[src/rtl/gb_lcd_pkg.sv]
// Shared definitions for the Game Boy LCD stream transmitter: frame timing
// constants, mode and shade encodings, and the internal state type.
package gb_lcd_pkg;

    localparam int unsigned GB_DOTS_PER_LINE  = 456;
    localparam int unsigned GB_OAM_DOTS       = 80;
    localparam int unsigned GB_DRAW_MAX       = 289;
    localparam int unsigned GB_WIDTH          = 160;
    localparam int unsigned GB_VISIBLE_LINES  = 144;
    localparam int unsigned GB_TOTAL_LINES    = 154;

    typedef enum logic [1:0] {
        MODE_HBLANK = 2'd0,
        MODE_VBLANK = 2'd1,
        MODE_OAM    = 2'd2,
        MODE_DRAW   = 2'd3
    } lcd_mode_e;

    typedef enum logic [1:0] {
        SHADE_WHITE = 2'd0,
        SHADE_LIGHT = 2'd1,
        SHADE_DARK  = 2'd2,
        SHADE_BLACK = 2'd3
    } shade_e;

    typedef enum logic [2:0] {
        ST_OFF,
        ST_OAM,
        ST_DRAW,
        ST_HBLANK,
        ST_VBLANK
    } lcd_state_e;

    // OFF reports as HBLANK so that mode reads 0 while the LCD is disabled.
    function automatic lcd_mode_e state_mode(input lcd_state_e s);
        case (s)
            ST_OAM:    return MODE_OAM;
            ST_DRAW:   return MODE_DRAW;
            ST_VBLANK: return MODE_VBLANK;
            default:   return MODE_HBLANK;
        endcase
    endfunction

endpackage

[src/rtl/gb_lcd_timing.sv]
// Dot/line counters for the LCD frame plus the vsync, line_start and
// LYC-compare decodes derived from them.
module gb_lcd_timing
    import gb_lcd_pkg::*;
#(
    parameter int unsigned DOTS_PER_LINE = GB_DOTS_PER_LINE,
    parameter int unsigned VISIBLE_LINES = GB_VISIBLE_LINES,
    parameter int unsigned TOTAL_LINES   = GB_TOTAL_LINES
) (
    input  logic       clk_i,
    input  logic       rst_ni,
    input  logic       clear_i,
    input  logic       run_i,
    input  logic [7:0] lyc_i,
    output logic [8:0] dot_o,
    output logic [7:0] line_o,
    output logic       line_end_o,
    output logic       line_start_o,
    output logic       vsync_o,
    output logic       lyc_match_o
);

    localparam logic [8:0] DOT_LAST  = 9'(DOTS_PER_LINE - 1);
    localparam logic [7:0] LINE_LAST = 8'(TOTAL_LINES - 1);
    localparam logic [7:0] LINE_VIS  = 8'(VISIBLE_LINES);

    logic [8:0] dot_q,  dot_d;
    logic [7:0] line_q, line_d;
    logic       vsync_q, vsync_d;

    always_comb begin
        dot_d  = dot_q;
        line_d = line_q;
        if (clear_i) begin
            dot_d  = '0;
            line_d = '0;
        end else if (run_i) begin
            if (dot_q == DOT_LAST) begin
                dot_d  = '0;
                line_d = (line_q == LINE_LAST) ? '0 : line_q + 8'd1;
            end else begin
                dot_d = dot_q + 9'd1;
            end
        end
        // Registered from the next line so vsync rises on the same edge as LY=144.
        vsync_d = (line_d >= LINE_VIS);
    end

    always_ff @(posedge clk_i or negedge rst_ni) begin
        if (!rst_ni) begin
            dot_q   <= '0;
            line_q  <= '0;
            vsync_q <= 1'b0;
        end else begin
            dot_q   <= dot_d;
            line_q  <= line_d;
            vsync_q <= vsync_d;
        end
    end

    assign dot_o        = dot_q;
    assign line_o       = line_q;
    assign vsync_o      = vsync_q;
    assign line_end_o   = run_i && (dot_q == DOT_LAST);
    assign line_start_o = run_i && (dot_q == '0) && (line_q < LINE_VIS);
    assign lyc_match_o  = run_i && (line_q == lyc_i);

endmodule

[src/rtl/gb_lcd_stream_tx.sv]
// Game Boy LCD pixel-stream transmitter: mode state machine, pixel handshake
// and registered write stream toward the video converter.
module gb_lcd_stream_tx
    import gb_lcd_pkg::*;
#(
    parameter int unsigned DOTS_PER_LINE = GB_DOTS_PER_LINE,
    parameter int unsigned OAM_DOTS      = GB_OAM_DOTS,
    parameter int unsigned DRAW_MAX      = GB_DRAW_MAX,
    parameter int unsigned WIDTH         = GB_WIDTH,
    parameter int unsigned VISIBLE_LINES = GB_VISIBLE_LINES,
    parameter int unsigned TOTAL_LINES   = GB_TOTAL_LINES
) (
    input  logic       clock,
    input  logic       reset_b,
    input  logic       lcd_enable,
    input  logic [7:0] lyc,
    input  logic       pix_valid,
    input  logic [1:0] pix_data,
    output logic       pix_ready,
    output logic       line_start,
    output logic [1:0] pixel_data,
    output logic [7:0] gb_pixel_count,
    output logic [7:0] gb_line_count,
    output logic       gb_hsync,
    output logic       gb_vsync,
    output logic       gb_we,
    output logic [1:0] mode,
    output logic       lyc_match,
    output logic       underrun
);

    localparam logic [8:0] OAM_LAST  = 9'(OAM_DOTS - 1);
    localparam logic [8:0] DRAW_LAST = 9'(DRAW_MAX - 1);
    localparam logic [7:0] X_END     = 8'(WIDTH);
    localparam logic [7:0] X_LAST    = 8'(WIDTH - 1);
    localparam logic [7:0] VIS_LAST  = 8'(VISIBLE_LINES - 1);
    localparam logic [7:0] LINE_LAST = 8'(TOTAL_LINES - 1);

    lcd_state_e state_q, state_d;
    lcd_mode_e  mode_q,  mode_d;
    logic [7:0] x_q, x_d;
    logic [8:0] draw_cnt_q, draw_cnt_d;
    logic [1:0] pdata_q, pdata_d;
    logic [7:0] pcount_q, pcount_d;
    logic       we_q, we_d;
    logic       hsync_q, hsync_d;
    logic       underrun_q, underrun_d;

    logic [8:0] dot;
    logic [7:0] line;
    logic       line_end;
    logic       handshake;

    gb_lcd_timing #(
        .DOTS_PER_LINE (DOTS_PER_LINE),
        .VISIBLE_LINES (VISIBLE_LINES),
        .TOTAL_LINES   (TOTAL_LINES)
    ) u_timing (
        .clk_i        (clock),
        .rst_ni       (reset_b),
        .clear_i      (!lcd_enable),
        .run_i        (state_q != ST_OFF),
        .lyc_i        (lyc),
        .dot_o        (dot),
        .line_o       (line),
        .line_end_o   (line_end),
        .line_start_o (line_start),
        .vsync_o      (gb_vsync),
        .lyc_match_o  (lyc_match)
    );

    assign pix_ready = (state_q == ST_DRAW) && (x_q < X_END);
    assign handshake = pix_ready && pix_valid;

    always_comb begin
        state_d    = state_q;
        x_d        = x_q;
        draw_cnt_d = draw_cnt_q;
        pdata_d    = pdata_q;
        pcount_d   = pcount_q;
        we_d       = 1'b0;
        underrun_d = underrun_q;

        if (!lcd_enable) begin
            state_d    = ST_OFF;
            x_d        = '0;
            draw_cnt_d = '0;
            pdata_d    = '0;
            pcount_d   = '0;
        end else begin
            case (state_q)
                ST_OFF: state_d = ST_OAM;
                ST_OAM: begin
                    if (dot == OAM_LAST) begin
                        state_d    = ST_DRAW;
                        x_d        = '0;
                        draw_cnt_d = '0;
                    end
                end
                ST_DRAW: begin
                    draw_cnt_d = draw_cnt_q + 9'd1;
                    if (handshake) begin
                        we_d     = 1'b1;
                        pdata_d  = pix_data;
                        pcount_d = x_q;
                        x_d      = x_q + 8'd1;
                    end
                    // A final pixel landing on the last allowed dot wins over the abort.
                    if (handshake && (x_q == X_LAST)) begin
                        state_d = ST_HBLANK;
                    end else if (draw_cnt_q == DRAW_LAST) begin
                        state_d    = ST_HBLANK;
                        underrun_d = 1'b1;
                    end
                end
                ST_HBLANK: begin
                    if (line_end) begin
                        state_d = (line < VIS_LAST) ? ST_OAM : ST_VBLANK;
                    end
                end
                ST_VBLANK: begin
                    if (line_end && (line == LINE_LAST)) begin
                        state_d = ST_OAM;
                    end
                end
                default: state_d = ST_OFF;
            endcase
        end

        hsync_d = (state_d == ST_HBLANK);
        mode_d  = state_mode(state_d);
    end

    always_ff @(posedge clock or negedge reset_b) begin
        if (!reset_b) begin
            state_q    <= ST_OFF;
            mode_q     <= MODE_HBLANK;
            x_q        <= '0;
            draw_cnt_q <= '0;
            pdata_q    <= '0;
            pcount_q   <= '0;
            we_q       <= 1'b0;
            hsync_q    <= 1'b0;
            underrun_q <= 1'b0;
        end else begin
            state_q    <= state_d;
            mode_q     <= mode_d;
            x_q        <= x_d;
            draw_cnt_q <= draw_cnt_d;
            pdata_q    <= pdata_d;
            pcount_q   <= pcount_d;
            we_q       <= we_d;
            hsync_q    <= hsync_d;
            underrun_q <= underrun_d;
        end
    end

    assign pixel_data     = pdata_q;
    assign gb_pixel_count = pcount_q;
    assign gb_line_count  = line;
    assign gb_hsync       = hsync_q;
    assign gb_we          = we_q;
    assign mode           = mode_q;
    assign underrun       = underrun_q;

endmodule

[config.mk]
export PLATFORM = sky130hd
export DESIGN_NAME = gb_lcd_stream_tx
export DESIGN_NICKNAME = d
export VERILOG_FILES = /design/src/rtl/gb_lcd_pkg.sv /design/src/rtl/gb_lcd_timing.sv /design/src/rtl/gb_lcd_stream_tx.sv
export SDC_FILE = /design/constraint.sdc
export NUM_CORES = 1
export LEC_CHECK = 0
export CAP_MARGIN = 5
export CORE_MARGIN = 3
export CORE_UTILIZATION = 50
export DETAILED_ROUTE_END_ITERATION = 8
export PLACE_DENSITY = 0.85
export SYNTH_ARGS = -nofsm -noshare
export SYNTH_HDL_FRONTEND = slang
export SYNTH_SLANG_ARGS = --single-unit
[constraint.sdc]
create_clock -name clock -period 2.45 [get_ports clock]
set_input_delay 0.245 -clock clock [delete_from_list [all_inputs] [get_ports clock]]
set_output_delay 0.245 -clock clock [all_outputs]
set_load 0.02 [all_outputs]
---- Word level (Yosys, flattened, before mapping) ----
Index checks and enable logic that the tools add are counted.
operators by class
  reduce and logical (&&, ||, !) cells .... 15
  equality and inequality tests ........... 20
  add/sub/neg operators ................... 4
  multiplexer cells ....................... 32
  bitwise logic cells ..................... 1
  $lt $le $gt $ge ......................... 4
operators with widths
  operator                                                          number
  8-bit two-way mux                                                 10
  9-bit two-way mux                                                 5
  8-bit < comparator (second input constant)                        3
  3-bit two-way mux                                                 7
  9-bit by 1-bit adder with 9-bit output (second input constant)    2
  9-bit == test (second input constant)                             2
  9-bit one-hot mux with 2 select lines                             1
  8-bit by 1-bit adder with 8-bit output (second input constant)    2
  8-bit == test (second input constant)                             2
  8-bit one-hot mux with 2 select lines                             1
  3-bit one-hot mux with 5 select lines                             1
  3-bit by 2-bit == test with 1-bit output (second input constant)  4
  9-bit by 7-bit == test with 1-bit output (second input constant)  1
  9-bit zero test                                                   1
  8-bit == test                                                     1
  8-bit greater-or-equal comparator (second input constant)         1
  1-bit logical AND                                                 8
  3-bit by 1-bit == test with 1-bit output (second input constant)  2
  3-bit == test (second input constant)                             2
  2-bit two-way mux                                                 3
  2-bit by 1-bit != test with 1-bit output (second input constant)  3
  3-bit != test (second input constant)                             2
  2-bit one-hot mux with 3 select lines                             1
  2-bit AND reduction                                               2
  other kinds (7)                                                   9
word-level totals
  output and inout port bits .............. 27
  input bits .............................. 14
  logic and storage cells ................. 88
  register bits ........................... 53

---- Logic depth before layout (Yosys ltp) ----
  depth in word-level cells ............... 9
  depth in mapped cells ................... 7
  mapped depth without buffers ............ 7

---- By module ----
Synthesis repeated with hierarchy kept, for this count alone.
second synthesis, totals
  cells, all modules ...................... 332
  area total of the unflattened synthesis .. 2,996.6 um^2
modules (own cells, without submodules)
  module            instances  area an instance (um^2)  sequential area each (um^2)  cells an instance
  gb_lcd_stream_tx  1          1,836.8                  875.8                        205
  gb_lcd_timing     1          1,159.9                  450.4                        127

---- Worst setup path before layout ----
Ideal clock, no wire load.
  path type ............................... register -> register
  start ................................... register u_timing.dot_q[0] (netlist: u_timing.dot_o[0])
  end ..................................... register u_timing.vsync_q (netlist: u_timing.vsync_o)
  data required time ...................... 2,318 ps
  period minus slack after synthesis ...... 1,885 ps
  path slack .............................. 565 ps
  library setup time ...................... 132 ps
  stages on the path, launching flop included .. 7
  path buffers ............................ 0
  arrival time ............................ 1,753 ps
  cell sequence ........................... dfrtp_1 -> ha_1 -> nand4b_2 -> or4_4 -> o31a_1 -> o21bai_1 -> a31oi_1
between the ends
  cells in the longest elaborated chain, start to end .. 5
ends and longest elaborated chain
  what                               RTL line             text
  start, declared                    gb_lcd_timing.sv:27  logic [8:0] dot_q, dot_d;
  start signal, assigned             gb_lcd_timing.sv:55  dot_q <= dot_d;
  9-bit == test                      gb_lcd_timing.sv:38  if (dot_q == DOT_LAST) begin
  8-bit two-way mux                  gb_lcd_timing.sv:38
  8-bit two-way mux                  gb_lcd_timing.sv:37  end else if (run_i) begin
  8-bit two-way mux                  gb_lcd_timing.sv:34  if (clear_i) begin
  8-bit greater-or-equal comparator  gb_lcd_timing.sv:46  vsync_d = (line_d >= LINE_VIS);
  net u_timing.vsync_d               gb_lcd_timing.sv:29  logic vsync_q, vsync_d;
  end signal, assigned               gb_lcd_timing.sv:57  vsync_q <= vsync_d;
  end, declared                      gb_lcd_timing.sv:29
The timed path passes the listed nets, and every way through them passes these cells.
A chain may end at the register's enable or synchronous reset.

---- Final worst setup path ----
  start ................................... register state_q[0]
  end ..................................... output port line_start
between the ends
  cells in the longest elaborated chain, start to end .. 3
ends and longest elaborated chain
  what                             RTL line                 text
  start, declared                  gb_lcd_stream_tx.sv:39   lcd_state_e state_q, state_d;
  start signal, assigned           gb_lcd_stream_tx.sv:146  state_q <= state_d;
  3-bit nonzero test               gb_lcd_stream_tx.sv:62   .run_i (state_q != ST_OFF),
  1-bit logical AND (2 in series)  gb_lcd_timing.sv:65      assign line_start_o = run_i && (dot_q == '0) && (line_q < LINE_VIS);
  end, declared                    gb_lcd_stream_tx.sv:20   output logic line_start,
No other way between the ends.

==> flow_summary.yaml <==
setup_path:
  reg2reg_from: "u_timing.dot_o[0]"
  crit_family: "simple AND/OR/NAND/NOR gates"
  startpoint_class_of_the_critical_path: "register"
  reg2reg_slack_ns: 0.40
  end_kind: "output port"
  timing.critical_path.required_ns: 2.20
  classification_of_the_worst_setup_path: "reg2out"
  worst_path_max_delay_cell: "sky130_fd_sc_hd__or3_1"
  cp_num_buf_inv: 1
  r2r_cells: 6
  delay_of_the_slowest_cell_on_the_worst_path_ns: 0.54
  critPathArrivalTime_ns: 2.08
  chain_of_cells_forming_the_critical_path: "or3_1 -> o2111a_1 -> clkdlybuf4s50_1"
  reg2reg_to: "u_timing.vsync_o"
  critPathMaxFanout: 8
clock_network:
  clock-root-buffer: "sky130_fd_sc_hd__clkbuf_8"
  ctsHoldBuffers: 0
  cts_tree: "yes"
  clock_sinks: 53
  cts_buffers: 5
  clock_tree.htree_level_count: 2
  clock_path_buffers: 2
  setup_fix_bufs_post_cts: 0
  postCtsResizedCells: 0
  clk_pin_slew_worst_paths_ns: 0.10
  clock_insertion_delay_worst_skew_ns: 0.31
synth:
  synthesis.yosys.warnings: 0
  most_area_hungry_cell_type_in_the_yosys_netlist: "sky130_fd_sc_hd__dfrtp_1"
  syn-num-nets: 325
  synth_flop_cell: "sky130_fd_sc_hd__dfrtp_1"
  synthMostInstantiatedCell: "sky130_fd_sc_hd__dfrtp_1"
  postSynthAreaPerCell_sq_um: 9.310
  ys_top_cells_by_count: "sky130_fd_sc_hd__dfrtp_1 (53), sky130_fd_sc_hd__nand2_1 (41), sky130_fd_sc_hd__nor2_1 (40)"
  yosys-top-cells-area: "sky130_fd_sc_hd__dfrtp_1 (47%), sky130_fd_sc_hd__nand2_1 (5.4%), sky130_fd_sc_hd__nor2_1 (5.3%), sky130_fd_sc_hd__xnor2_1 (4.3%), sky130_fd_sc_hd__o21ai_0 (3.2%)"
  syn_inst: 304
  synth-async-reset-ratio: 1.000
  synth.yosys.seq_area_share: 0.4686
  ys_ff_latch: 53
  synthesis.area_sq_mm: 0.002830
  synth_edf_count: 0
  synth_largest_type_area_fraction: 0.4686
  synthDistinctLibCells: 49
grt:
  first_global_vias: 2277
  grt_first_pass_wirelength_um: 10450
  gr-total-overflow: 0
  grt_util_all_layers: 0.2047
  antenna_violations_before_repair: 0
  pin_count_of_the_biggest_net_entering_global_routing: 54
run:
  maxCapViolations: 0
placement:
  placed_cell_areas_sq_mm: 0.003303
  gp_congestion: 0.8727
  io_buffer_count: 40
  place_hpwl_um: 4344
final_layout:
  finish.utilization: 0.6435
  drive_above_1_share: 0.08382
  final_net_count: 366
  flow.area_growth_from_synthesis_pct: 20.56
  final_design_area_no_fill_sq_mm: 0.003412
  insertedDiodeCount: 0
route:
  drt-vias-per-instance: 5.623
  totalWireLength_um: 5941
  drc_viols: 0
  drt_iter0_markers: 177
  detailedRoute.firstPassIterationCount: 4
  final_routed_wire_length_divided_by_cell_count_um: 14.28
  ant_nets: 0
  detailroute.via_count: 2339
sta:
  setup_viol_count_final: 0
  tns_ns: 0
  min_period_over_period: 0.9497
  achievable-frequency_mhz: 429.8
  worst-slew-pin-transition_ns: 0.6521
  hold_slack_ns: 0.03775
  report.final.hold_viol_count: 0
  post-route-min-period_ns: 2.327
  slew_violations: 0
  skew_ns: 0.01013
  slew_headroom: 0.5653
  grt_setup_unrepaired: "false"
power_and_ir_drop:
  power_density_mw_per_mm2: 440.2
  peakVddDrop_v: 0.0002507
  static_leak_nw: 1.458
floorplanning:
  rows: 26
  core_area_sq_mm: 0.005303
  die_area_sq_mm: 0.006599
  floorplan.initialDensity: 0.5337
  fp.dieW_um: 81.24
  io_pins: 41
  fp.dieH_um: 81.24
status:
  status: "complete, no violations"
hold_path:
  min-delay-path-class: "in2async"
-- report_power, final --
part	total (mW)	switching [mW]	internal (mW)
Sequential	0.884	0.00535	0.878
Combinational	0.101	0.0568	0.0439
Clock	0.518	0.288	0.230
-- cell usage in the layout (no fill, tap or decap), types with 2 or more instances in the layout --
master                            instances
sky130_fd_sc_hd__or3_1                    2
sky130_fd_sc_hd__nand2b_1                 2
sky130_fd_sc_hd__clkdlybuf4s50_1         39
sky130_fd_sc_hd__nor2b_1                  2
sky130_fd_sc_hd__a31oi_1                  5
sky130_fd_sc_hd__and3_1                   9
sky130_fd_sc_hd__nand4_1                  9
sky130_fd_sc_hd__o21ai_0                 18
sky130_fd_sc_hd__nand2_1                 41
sky130_fd_sc_hd__a2bb2oi_1                2
sky130_fd_sc_hd__o22ai_1                  3
sky130_fd_sc_hd__a21o_1                   2
sky130_fd_sc_hd__inv_1                   11
sky130_fd_sc_hd__xnor2_1                 14
sky130_fd_sc_hd__nand4bb_4                2
sky130_fd_sc_hd__nor4_1                   2
sky130_fd_sc_hd__nand3b_1                 2
sky130_fd_sc_hd__buf_4                    7
sky130_fd_sc_hd__ha_1                     7
sky130_fd_sc_hd__nor2_1                  40
sky130_fd_sc_hd__a211oi_1                 2
sky130_fd_sc_hd__xor2_1                   9
sky130_fd_sc_hd__dfrtp_1                 53
sky130_fd_sc_hd__nor3_1                   5
sky130_fd_sc_hd__a22oi_1                  2
sky130_fd_sc_hd__clkbuf_8                 6
sky130_fd_sc_hd__a21oi_1                 12
sky130_fd_sc_hd__nand3_1                 12
-- registers in the layout (all words and copies together), names as in the netlist --
name and count:
draw_cnt_q 9, gb_we 1, u_timing.dot_o 9, x_q 8, u_timing.vsync_o 1, u_timing.line_o 8, gb_pixel_count 8, pixel_data 2
underrun 1, gb_hsync 1, mode 2, state_q 3
-- metrics by stage --
step                      total power, mW  std cells  worst slack (ns)
after floorplan                    0.9434        304            0.5654
after global placement             0.9998        408            0.4511
after detailed placement            1.003        408            0.3865
after CTS                           1.514        416           0.02630
after global routing                1.571        416           0.02011
final                               1.502        416            0.1232
-- layout make-up --
cell class	instances	area (sq um)
fill	447	1891
multi-input combinational	227	1413
sequential	53	1326
timing repair buffer	47	447.9
tap	70	87.58
clock buffer	6	82.58
inverter	11	41.29
clock inverter	2	13.76
-- how the worst max path moves through the flow --
stage                            from               end  slack, ns  cells past startpoint
finish                     state_q[0]        line_start       0.12                      3
global route               state_q[1]        line_start       0.02                      3
CTS                 u_timing.dot_o[0]        line_start       0.03                      5
detailed placement          pix_valid           mode[1]       0.39                      6
global placement            pix_valid           mode[1]       0.45                      6
floorplan           u_timing.dot_o[0]  u_timing.vsync_o       0.57                      6
-- cells by family after synthesis --
logic type,Yosys count,synth area share
AOI/OAI and AO/OA,55,0.1251
and+or+nand+nor,142,0.2675
DFF,53,0.4686
adders and majority gates,7,0.03094
xor gates and xnor gates,23,0.07118
buffers and inverters,24,0.03669
-- per-layer routing --
metal,share of wire,GRT usage,wire length [um],vias to the layer above
li1,-,-,-,1139
met1,0.46,0.2788,2730,1145
met2,0.49,0.3251,2908,48
met3,0.033,0.03769,198,7
met4,0.018,0.07770,104,0
met5,0,0,0,-
-- worst register-to-register path: cells and delay by family (launching register included) --
kind | cells | cell delay (ns)
and+or+nand+nor | 2 | 0.74
AOI/OAI and AO/OA | 3 | 0.56
DFF | 1 | 0.39
adders and majority gates | 1 | 0.24
Power figures use the tool's default switching activity.
==> RTL edit 1 (config.mk and constraints unchanged) <==
The 5 states of `lcd_state_e` get a one-hot encoding in 5 bits.
--- a/src/rtl/gb_lcd_pkg.sv
+++ b/src/rtl/gb_lcd_pkg.sv
@@ -25,8 +25,8 @@
 
-    typedef enum logic [2:0] {
-        ST_OFF,
-        ST_OAM,
-        ST_DRAW,
-        ST_HBLANK,
-        ST_VBLANK
+    typedef enum logic [4:0] {
+        ST_OFF    = 5'b00001,
+        ST_OAM    = 5'b00010,
+        ST_DRAW   = 5'b00100,
+        ST_HBLANK = 5'b01000,
+        ST_VBLANK = 5'b10000
     } lcd_state_e;
Function: same outputs for any inputs over 10 cycles, from zero or initial values and one cycle with reset_b low; not proved beyond that.
==> RTL edit 1 against the unedited design <==
Die area is 5.4% higher. Worst setup slack improved by 0.033 ns. First-iteration DRC count up 22%. Sequential cell count is 2 higher. Sequential share of layout area fell by 1.6 points. Design area rose by 8.5%. Clock skew down 0.0046 ns. Synthesized area increased by 5.9%. Via count grew 15%. Synthesized cell count grew 4.9%. Routed wire length up 17%.
Power is not compared: it rests on default switching activity, and its combinational part moved more than twofold at a synthesized area within 25%.
==> RTL edit 1: results (changes against the unedited design) <==
Flop+latch power -> 0.982 mW
Grt met1 use -> 27.9% (about the same)
Layout net count -> 392 (was 366)
Data arrival time of the worst path -> 2.52 ns (was 2.08 ns)
Final setup margin -> 0.156 ns (was 0.123 ns)
Via count -> 2693 (was 2339)
Post-synthesis mux area share -> 4.05% (was 0%)
Sequential share of the synthesized area -> 46.0% (was 46.9%)
Routability congestion estimate -> 0.845 (was 0.873)
Cell Area, Placed -> 3540 µm² (was 3300 µm²)
Filler cells -> 449 (was 447)
GRT Overall Usage -> 20.7% (was 20.5%)
Met3 Use GR -> 3.27% (was 3.77%)
Clock slew at reported path FFs -> 0.10 ns (about the same)
Vias in the first global route -> 2622 (was 2277)
Reg2Reg Depth -> 4 (was 6)
Status -> finished clean (unchanged)
Worst hold path class -> in -> async (unchanged)
Max VDD drop -> 392 µV
Clk buf depth -> 2 (unchanged)
Distinct cells, synth -> 61 (was 49)
M2 GR Usage -> 35.0% (was 32.5%)
Top routing layer used -> met4 (unchanged)
Met1 wire length -> 3120 µm (was 2730 µm)
DRT Wirelength -> 6960 µm (was 5940 µm)
Pre-CTS setup slack -> 0.118 ns (was 0.386 ns)
Skew-Pair Late Insertion Delay -> 0.31 ns (about the same)
Layout Cells excl Fill -> 444 (was 416)
Pin count of the biggest net entering global routing -> 29 (was 54)
Reg-to-Reg End -> draw_cnt_q[3]$_DFFE_PN0P_ (was u_timing.vsync_o$_DFF_PN0_)
Mapped Cells -> 319 (was 304)
Synth Area in XOR/XNOR -> 4.68% (was 7.12%)
Port Buffer Count -> 40 (unchanged)
Layout cells sized above 1 -> 9.95% (was 8.38%)
Starting DRT DRC Count -> 216 (was 177)
Synth top area cells -> dfrtp_1 (45%), nor2_1 (5.3%), o21ai_0 (4.8%) (was dfrtp_1 (47%), nand2_1 (5.4%), nor2_1 (5.3%))
Syn Nets -> 340 (was 325)
Met3 WL post-DR -> 380 µm (was 198 µm)
Lkg Pwr -> 1.63 nW
Global-route wire length before repair -> 12100 µm (was 10400 µm)
Slowest cell on the critical path -> or4b_1 (was or3_1)
Synth Area in Compound Gates -> 17.2% (was 12.5%)
Setup crit end kind -> flip-flop (was output pin)
Final hold slack -> 0.464 ns (was 0.0378 ns)
Post-synthesis adder-cell area fraction -> 2.92% (was 3.09%)
Critical Path Fanout Max -> 16 (was 8)
Hpwl dp -> 5060 µm (was 4340 µm)
Crit path from -> state_q[1]$_DFF_PN0_ (was state_q[0]$_DFF_PN0_)
Final Skew -> 0.00554 ns (was 0.0101 ns)
Post-synth top cells -> dfrtp_1 (54), nor2_1 (42), nand2_1 (30), o21ai_0 (29) (was dfrtp_1 (53), nand2_1 (41), nor2_1 (40), o21ai_0 (18), xnor2_1 (14))
DR WL met2 -> 3390 µm (was 2910 µm)
Final setup violation count -> 0 (unchanged)
Worst slew pin tran -> 0.608 ns (was 0.652 ns)
Slowest Stage Delay on Critical Path -> 0.64 ns (was 0.54 ns)
-- RTL edit 1: cell types whose count changed after synthesis, moves of 3 or more --
| cell | before | now |
|---|---|---|
| mux2i_1 | 0 | 11 |
| o21ai_0 | 18 | 29 |
| nand2_1 | 41 | 30 |
| o41ai_1 | 0 | 4 |
| o31ai_1 | 1 | 5 |
| xor2_1 | 9 | 3 |
| a21oi_1 | 12 | 6 |
| nor3_1 | 5 | 8 |
| buf_4 | 3 | 0 |
-- RTL edit 1: timing repair --
| action | in CTS | in global routing |
|---|---|---|
| hold buffers | 1 | 0 |
| gates resized for setup | 1 | 3 |
| endpoints found under the setup margin | 1 | 2 |
| hold endpoints to repair | 26 | 0 |
-- RTL edit 1: final cells by class --
type,instances,area (µm²),share of cell area (%)
clock buffer,5,68.8,1.86
inverter,13,48.8,1.32
clock inverter,3,67.6,1.83
timing repair buffer,54,504,13.6
sequential,55,1380,37.2
tap,72,90.1,2.43
multi-input combinational,242,1540,41.7
==> RTL edit 2 (same flow settings) <==
Without the edit above. Set the package constant `GB_DRAW_MAX` to 144 (it was 289).
--- a/src/rtl/gb_lcd_pkg.sv
+++ b/src/rtl/gb_lcd_pkg.sv
@@ -6,3 +6,3 @@
     localparam int unsigned GB_OAM_DOTS       = 80;
-    localparam int unsigned GB_DRAW_MAX       = 289;
+    localparam int unsigned GB_DRAW_MAX       = 144;
     localparam int unsigned GB_WIDTH          = 160;
Formal check against the unedited RTL: same outputs for any inputs over 10 cycles, from zero or initial values and one cycle with reset_b low; that may be too few to reach the edited logic, so the function may still have changed.
==> RTL edit 2 against the unedited design <==
First-iteration DRC count is 19% lower. Synthesized area is 3.7% higher. Fmax is 0.83% higher. Sequential cell count stayed put. Routed wire length is 5.5% higher. Design area is 3.0% higher. Worst setup slack better by 0.019 ns. Total power is 7.0% higher.
==> RTL edit 2: results (changes against the unedited design) <==
Cell Area, Placed -> 3370 µm² (was 3300 µm²)
Non-Clock Inverter Count -> 9 (was 11)
M2 GR Usage -> 31.7% (was 32.5%)
Final Skew -> 0.0111 ns (was 0.0101 ns)
Post-synth top cells -> dfrtp_1 (53), nand2_1 (42), nor2_1 (37), xnor2_1 (19), a21oi_1 (14) (was dfrtp_1 (53), nand2_1 (41), nor2_1 (40), o21ai_0 (18), xnor2_1 (14))
Met1 wire length -> 2940 µm (was 2730 µm)
Die W -> 82.6 µm (was 81.2 µm)
Sequential share of the synthesized area -> 45.2% (was 46.9%)
Clock buffer count -> 5 (was 6)
Layout clock area frac -> 3.38% (was 2.82%)
Slowest cell on the critical path -> clkdlybuf4s50_1 (was or3_1)
Drt wl/cell -> 15.0 µm (was 14.3 µm)
GRT Overall Usage -> 19.4% (was 20.5%)
DR WL met2 -> 3010 µm (was 2910 µm)
Placed Cells -> 410 (was 408)
Via count -> 2370 (was 2339)
Layout net count -> 366 (unchanged)
Distinct cells, synth -> 63 (was 49)
Post-CTS setup repair buffer count -> 0 (unchanged)
Vias in the first global route -> 2234 (was 2277)
Status -> finished clean (unchanged)
Max VDD drop -> 283 µV (was 251 µV)
Lkg Pwr -> 1.46 nW (about the same)
Mapped Cells -> 308 (was 304)
Sequential cells -> 53 (unchanged)
Reg-to-Reg End -> mode[1]$_DFF_PN0_ (was u_timing.vsync_o$_DFF_PN0_)
Met3 WL post-DR -> 229 µm (was 198 µm)
Global-route wire length before repair -> 10200 µm (was 10400 µm)
Sw Pwr -> 0.370 mW (was 0.350 mW)
Synth top area cells -> dfrtp_1 (45%), xnor2_1 (5.7%), nand2_1 (5.4%) (was dfrtp_1 (47%), nand2_1 (5.4%), nor2_1 (5.3%))
Final hold slack -> 0.474 ns (was 0.0378 ns)
Routability congestion estimate -> 0.902 (was 0.873)
Worst slew pin tran -> 0.634 ns (was 0.652 ns)
Layout cells sized above 1 -> 9.22% (was 8.38%)
R2R Setup Slk -> 0.37 ns (was 0.40 ns)
Non-Clock Buffer Count -> 48 (was 47)
Final non-clock buffer share -> 13.5% (was 13.1%)
Worst hold path class -> in -> reg (was in -> async)
Multi-input combinational area share -> 41.9% (was 41.4%)
Pre-CTS setup slack -> 0.404 ns (was 0.386 ns)
Hpwl dp -> 4560 µm (was 4340 µm)
Seq area share -> 37.7% (was 38.9%)
Starting DRT DRC Count -> 144 (was 177)
Filler cells -> 469 (was 447)
Slowest Stage Delay on Critical Path -> 0.60 ns (was 0.54 ns)
Met3 Use GR -> 3.47% (was 3.77%)
Critical Path Fanout Max -> 10 (was 8)
-- RTL edit 2: cell count changes after synthesis, moves of 3 or more --
| cell | before | now |
|---|---|---|
| clkbuf_1 | 8 | 3 |
| o21ai_0 | 18 | 7 |
| and3_1 | 9 | 6 |
| xnor2_1 | 14 | 19 |
| nor2_1 | 40 | 37 |
| buf_2 | 2 | 8 |
| buf_6 | 0 | 3 |
-- RTL edit 2: cells by family (layout without fill, tap and decap cells) --
group / count (synthesis) / in the layout / share of synthesized area [%]
and+or+nand+nor: 143 / 143 / 26.4
AOI/OAI and AO/OA: 48 / 48 / 11.3
buffers and inverters: 26 / 65 / 4.90
DFF: 53 / 53 / 45.2
adders and majority gates: 6 / 6 / 2.56
xor gates and xnor gates: 30 / 30 / 8.96
muxes: 2 / 2 / 0.725
-- RTL edit 2: power by group through the flow --
stage	registers [mW]	clock network [mW]	logic, mW
after floorplan	0.899	0	0.0460
after global placement	0.900	0	0.100
after detailed placement	0.901	0	0.101
after CTS	0.883	0.629	0.102
after global routing	0.885	0.665	0.112
final	0.883	0.622	0.101
-- RTL edit 2: worst max-delay path by stage --
stage	startpoint	slack, ns	endpoint
6_report	state_q[1]$_DFF_PN0_	0.14	pix_ready
3_3_place_gp	u_timing.dot_o[5]$_DFFE_PN0P_	0.44	line_start
5_1_grt	state_q[1]$_DFF_PN0_	0.002	pix_ready
2_1_floorplan	u_timing.line_o[5]$_DFF_PN0_	0.65	mode[1]$_DFF_PN0_
3_5_place_dp	u_timing.dot_o[5]$_DFFE_PN0P_	0.40	line_start
4_1_cts	u_timing.dot_o[5]$_DFFE_PN0P_	0.05	line_start
-- RTL edit 2: what timing repair did --
item                                   CTS  global route
resized for setup                        0             2
endpoints found under the hold margin   26             0
setup endpoints to repair                0             1
hold buffers                             1             0
